[config.mk]
export PLATFORM = sky130hd
export DESIGN_NAME = bin2bcd_seq
export DESIGN_NICKNAME = d
export VERILOG_FILES = /design/src/rtl/bin2bcd_pkg.sv /design/src/rtl/bcd_digit_adj.sv /design/src/rtl/bin2bcd_seq.sv
export SDC_FILE = /design/constraint.sdc
export NUM_CORES = 1
export LEC_CHECK = 0
export BUFFER_PORTS_ARGS = -buffer_cell sky130_fd_sc_hd__buf_2
export CELL_PAD_IN_SITES_DETAIL_PLACEMENT = 0
export CELL_PAD_IN_SITES_GLOBAL_PLACEMENT = 1
export CORE_AREA = 4 4 84 86
export DETAILED_ROUTE_END_ITERATION = 6
export DIE_AREA = 0 0 88 90
export GPL_ROUTABILITY_DRIVEN = 0
export PLACE_DENSITY_LB_ADDON = 0.1
export SETUP_SLACK_MARGIN = 0.3
export SLEW_MARGIN = 20
export SYNTH_ARGS = -nofsm -noshare
export SYNTH_HDL_FRONTEND = slang
export SYNTH_SLANG_ARGS = --single-unit
[constraint.sdc]
create_clock -name clk -period 1.47 [get_ports clk]
set_clock_uncertainty 0.05 [all_clocks]
set_input_delay 0 -clock clk [delete_from_list [all_inputs] [get_ports clk]]
set_output_delay 0 -clock clk [all_outputs]
set_load 0.05 [all_outputs]
[src/rtl/bin2bcd_pkg.sv]
// Shared types and constants for the sequential double-dabble binary-to-BCD converter.
package bin2bcd_pkg;

  typedef enum logic [1:0] {
    IDLE  = 2'd0,
    SHIFT = 2'd1,
    DONE  = 2'd2
  } state_t;

  localparam logic [3:0] BCD_ADJ_THRESH = 4'd5;
  localparam logic [3:0] BCD_ADJ_ADD    = 4'd3;

  // Shift counter must hold the value BIN_W itself.
  function automatic int unsigned cnt_w(input int unsigned bin_w);
    return $clog2(bin_w + 1);
  endfunction

endpackage

[src/rtl/bcd_digit_adj.sv]
// Single BCD digit add-3 adjust applied before each double-dabble shift.
module bcd_digit_adj
  import bin2bcd_pkg::*;
(
  input  logic [3:0] din,
  output logic [3:0] dout_c
);

  // Inputs are always 0-9, so the 4-bit sum never wraps.
  assign dout_c = (din >= BCD_ADJ_THRESH) ? din + BCD_ADJ_ADD : din;

endmodule

[src/rtl/bin2bcd_seq.sv]
// Sequential binary-to-BCD converter, one input bit per clock, start/busy/done handshake.
module bin2bcd_seq
  import bin2bcd_pkg::*;
#(
  parameter int unsigned BIN_W  = 8,
  parameter int unsigned DIGITS = 3
) (
  input  logic                  clk,
  input  logic                  rst_n,
  input  logic                  start,
  input  logic [BIN_W-1:0]      bin,
  output logic                  busy,
  output logic                  done,
  output logic [4*DIGITS-1:0]   bcd,
  output logic                  overflow
);

  localparam int unsigned BCD_W = 4 * DIGITS;
  localparam int unsigned CNT_W = cnt_w(BIN_W);
  localparam int unsigned SR_W  = BCD_W + BIN_W;

  if (BIN_W < 1) begin : g_bad_bin_w
    $error("bin2bcd_seq: BIN_W must be >= 1");
  end
  if (DIGITS < 1) begin : g_bad_digits
    $error("bin2bcd_seq: DIGITS must be >= 1");
  end

  state_t             state_q, state_d;
  logic [CNT_W-1:0]   cnt_q, cnt_d;
  logic [BIN_W-1:0]   sr_q, sr_d;
  logic [BCD_W-1:0]   scr_q, scr_d;
  logic               ovs_q, ovs_d;
  logic [BCD_W-1:0]   bcd_d;
  logic               ovf_d;
  logic               busy_d, done_d;

  logic [BCD_W-1:0]   adj;
  logic [SR_W-1:0]    shifted;
  logic               ovs_shift;

  for (genvar i = 0; i < int'(DIGITS); i++) begin : g_adj
    bcd_digit_adj u_adj (
      .din    (scr_q[4*i +: 4]),
      .dout_c (adj[4*i +: 4])
    );
  end

  // Adjusted scratch and binary shift register move left together as one word.
  assign shifted   = {adj[BCD_W-2:0], sr_q, 1'b0};
  assign ovs_shift = ovs_q | adj[BCD_W-1];

  always_comb begin
    state_d = state_q;
    cnt_d   = cnt_q;
    sr_d    = sr_q;
    scr_d   = scr_q;
    ovs_d   = ovs_q;
    bcd_d   = bcd;
    ovf_d   = overflow;

    case (state_q)
      IDLE, DONE: begin
        if (start) begin
          sr_d    = bin;
          scr_d   = '0;
          ovs_d   = 1'b0;
          cnt_d   = CNT_W'(BIN_W);
          state_d = SHIFT;
        end else begin
          state_d = IDLE;
        end
      end
      SHIFT: begin
        scr_d = shifted[SR_W-1 -: BCD_W];
        sr_d  = shifted[BIN_W-1:0];
        ovs_d = ovs_shift;
        cnt_d = cnt_q - CNT_W'(1);
        if (cnt_q == CNT_W'(1)) begin
          bcd_d   = shifted[SR_W-1 -: BCD_W];
          ovf_d   = ovs_shift;
          state_d = DONE;
        end
      end
      default: state_d = IDLE;
    endcase

    busy_d = (state_d == SHIFT);
    done_d = (state_d == DONE);
  end

  always_ff @(posedge clk) begin
    if (!rst_n) begin
      state_q  <= IDLE;
      cnt_q    <= '0;
      sr_q     <= '0;
      scr_q    <= '0;
      ovs_q    <= 1'b0;
      bcd      <= '0;
      overflow <= 1'b0;
      busy     <= 1'b0;
      done     <= 1'b0;
    end else begin
      state_q  <= state_d;
      cnt_q    <= cnt_d;
      sr_q     <= sr_d;
      scr_q    <= scr_d;
      ovs_q    <= ovs_d;
      bcd      <= bcd_d;
      overflow <= ovf_d;
      busy     <= busy_d;
      done     <= done_d;
    end
  end

endmodule

==> results_dict.tcl <==
set metrics [dict create \
    ys_async_sr_fraction 0 \
    fin_crit_sh 1.08 \
    p_leak_nw 1.30 \
    synth_edf_count 0 \
    core_area_sq_um 6280 \
    synth_top_family_by_area "compound AO/OA/AOI/OAI gates" \
    numCtsBuffers 5 \
    drtAntennaViolNets 0 \
    endpoint_kind "flop" \
    hold_viol_final 0 \
    intPower_mw 1.86 \
    fin_ws_ns -0.114 \
    ir_drop_mv 0.499 \
    worst-path-stages 7 \
    r2r_cells 7 \
    critical_path_class "reg -> reg" \
    rows 29 \
    crit_family "simple AND/OR/NAND/NOR gates" \
    ys.flop_type "dfxtp_1" \
    cts_tree "yes" \
    finalPower_mw 2.59 \
    ioPinCount 26 \
    synth_nets 225 \
    nets 307 \
    min_path_cells 3 \
    firstDrtPassIters 4 \
    grt_antenna_before_repair 0 \
    wirelength_microns 5490 \
    grt_max_degree 21 \
    start_util 0.294 \
    p_clk_frac 0.302 \
    syn-cell-area_sq_um 1850 \
    synth.area.mux_share 0.0237 \
    violations "negative setup slack" \
    grt_usage 0.148 \
    clk_pin_slew_ns 0.09 \
    fp.dieH_microns 90 \
    crit_arrival_ns 1.76 \
    drive_gt1_frac 0.612 \
    grt_pass1_wl_microns 9250 \
    clk_latency_ns 0.30 \
    max_slew_margin 0.694 \
    die_x_microns 88 \
    slowest_stage "or3b_4" \
    fin_util 0.524 \
    wire_per_inst_microns 15.0 \
    n_antenna_cell 0 \
    syn_area_per_cell_sq_um 8.97 \
    synth.distinct_cells 34 \
    synth_fa_ha_area_frac 0.0542 \
    area_growth_pct 78.1 \
    clockBufferDepth 2 \
    h-tree-depth 2 \
    die-area_sq_um 7920 \
    power.switching_mw 0.726 \
    grt_overflow_total 0 \
    clock-sinks 42 \
    initialDrtViolationCount 61 \
    mostFrequentLayoutCells "32 x dfxtp_1, 26 x buf_2, 25 x buf_4, 22 x buf_6" \
    cts_root_buffer "clkbuf_8" \
    cellPowerDensity_nw_per_um2 785 \
    cap_violations 0 \
    yosys.area_share.simple 0.179 \
    power.share.sequential 0.469 \
    layout_commonest_cell "dfxtp_1" \
    vias_per_cell 4.95 \
    cp_slowest_stage_delay_ns 0.38 \
    netlist_instances 206 \
    crit_chain "inv_2 > ha_4 > or3b_4 > nor2_4 > buf_6 > nand2_8 > o22ai_2" \
    place_hpwl_microns 3520 \
    first_global_vias 1859 \
    numPortBuffers 25 \
    num_vias 1810 \
    synth-compound-area-share 0.218 \
    worstPathMaxFanout 8 \
    worst_slew_pin_slew_ns 0.458 \
    min_path_type "in -> reg" \
    status "finished, violations left" \
    fmax_mhz 631 \
    rsz0062_at_grt "true" \
    cp-start-kind "flop" \
    drv_slew 0 \
    ys_ff_latch 42 \
    yosysSeqAreaShare 0.455 \
    crit_buf_inv 2 \
    drc 0 \
    share_comb_of_total_power 0.229 \
    yosys_warnings 0 \
    finalSetupViolCount 18 \
    cp.required_ns 1.64 \
    swShare 0.281 \
    fin_crit_ns 1.58 \
    synth-xor-area-share 0.0142 \
]
==> per-stage QoR <==
stage                     std cells  hold slack, ns  setup slack, ns  instance area [sq um]  setup TNS (ns)
after CTS                       358          0.0465           -0.132                   3060           -1.39
after floorplan                 206           0.111          -0.0210                   2030         -0.0210
after detailed placement        316           0.236           -0.123                   2350           -1.10
after global routing            366          0.0767           -0.195                   3290           -3.15
after global placement          316           0.203          -0.0308                   2350          -0.229
final                           366          0.0404           -0.114                   3290           -1.52
==> final timing paths <==
check	from	end	slack, ns
setup / recovery	cnt_q[1]	bcd[10]	-0.11
hold / removal	rst_n	scr_q[7]	0.04
setup reg to reg	cnt_q[1]	bcd[10]	-0.11
hold reg to reg	ovs_q	overflow	0.42
==> power by group through the flow <==
| stage | Sequential, mW | Combinational (mW) | Clock [mW] |
|---|---|---|---|
| detailed placement | 1.23 | 0.318 | 0 |
| global placement | 1.23 | 0.310 | 0 |
| CTS | 1.20 | 0.514 | 0.804 |
| global route | 1.22 | 0.636 | 0.867 |
| floorplan | 1.25 | 0.168 | 0 |
| finish | 1.21 | 0.592 | 0.781 |
==> tightest hold or removal path: stages <==
cell	delay, ns
buf_2	0.10
inv_1	0.12
a21oi_1	0.13
==> cells in the mapped netlist (4+ instances only) <==
cell	number	share of area
nand4_1	8	0.027
nand2_1	14	0.028
o21ai_0	18	0.049
clkbuf_1	6	0.012
buf_2	4	0.011
dfxtp_1	42	0.45
nor3_1	4	0.011
a22oi_1	9	0.037
inv_1	12	0.024
a21oi_1	24	0.065
nand3_1	4	0.011
nor3b_1	6	0.024
ha_1	8	0.054
nor2_1	12	0.024
nand2b_1	5	0.017
==> layout make-up <==
class	count	area (sq um)
well taps	77	96.3
multi-input cells	140	1410
inverters	12	60.1
fillers	562	2990
clock buffers	7	86.3
clock inverters	1	5.00
repair buffers	87	776
flip-flops and latches	42	861
==> what timing repair did <==
action                                  4_1_cts  5_1_grt
buffers inserted                             23        8
resized for setup                            77       38
hold buffers                                  8        0
pin swaps                                    41       25
endpoints found under the setup margin       42       42
gates cloned                                  3        0
hold endpoints to repair                      8        0
==> kinds of logic after synthesis <==
logic type                 Yosys count
DFF                                 42
xor gates and xnor gates             3
muxes                                4
buffers and inverters               24
AOI/OAI and AO/OA                   64
adders and majority gates            8
and+or+nand+nor                     61
==> flip-flops by register name, summed over array words and instances, names as in the netlist <==
register,flops
bcd,12
scr_q,12
sr_q,8
cnt_q,4
state_q,2
busy,1
done,1
overflow,1
ovs_q,1
==> routing by layer <==
metal | GRT usage | vias up | wire, microns | part of all wire
met3 | 0.0311 | 5 | 188 | 0.034
met1 | 0.194 | 880 | 2430 | 0.44
met5 | 0 | - | 0 | 0
met4 | 0.0384 | 0 | 58 | 0.011
met2 | 0.243 | 21 | 2810 | 0.51
li1 | - | 904 | - | -
Note: power is estimated with default switching activity, not from simulation.
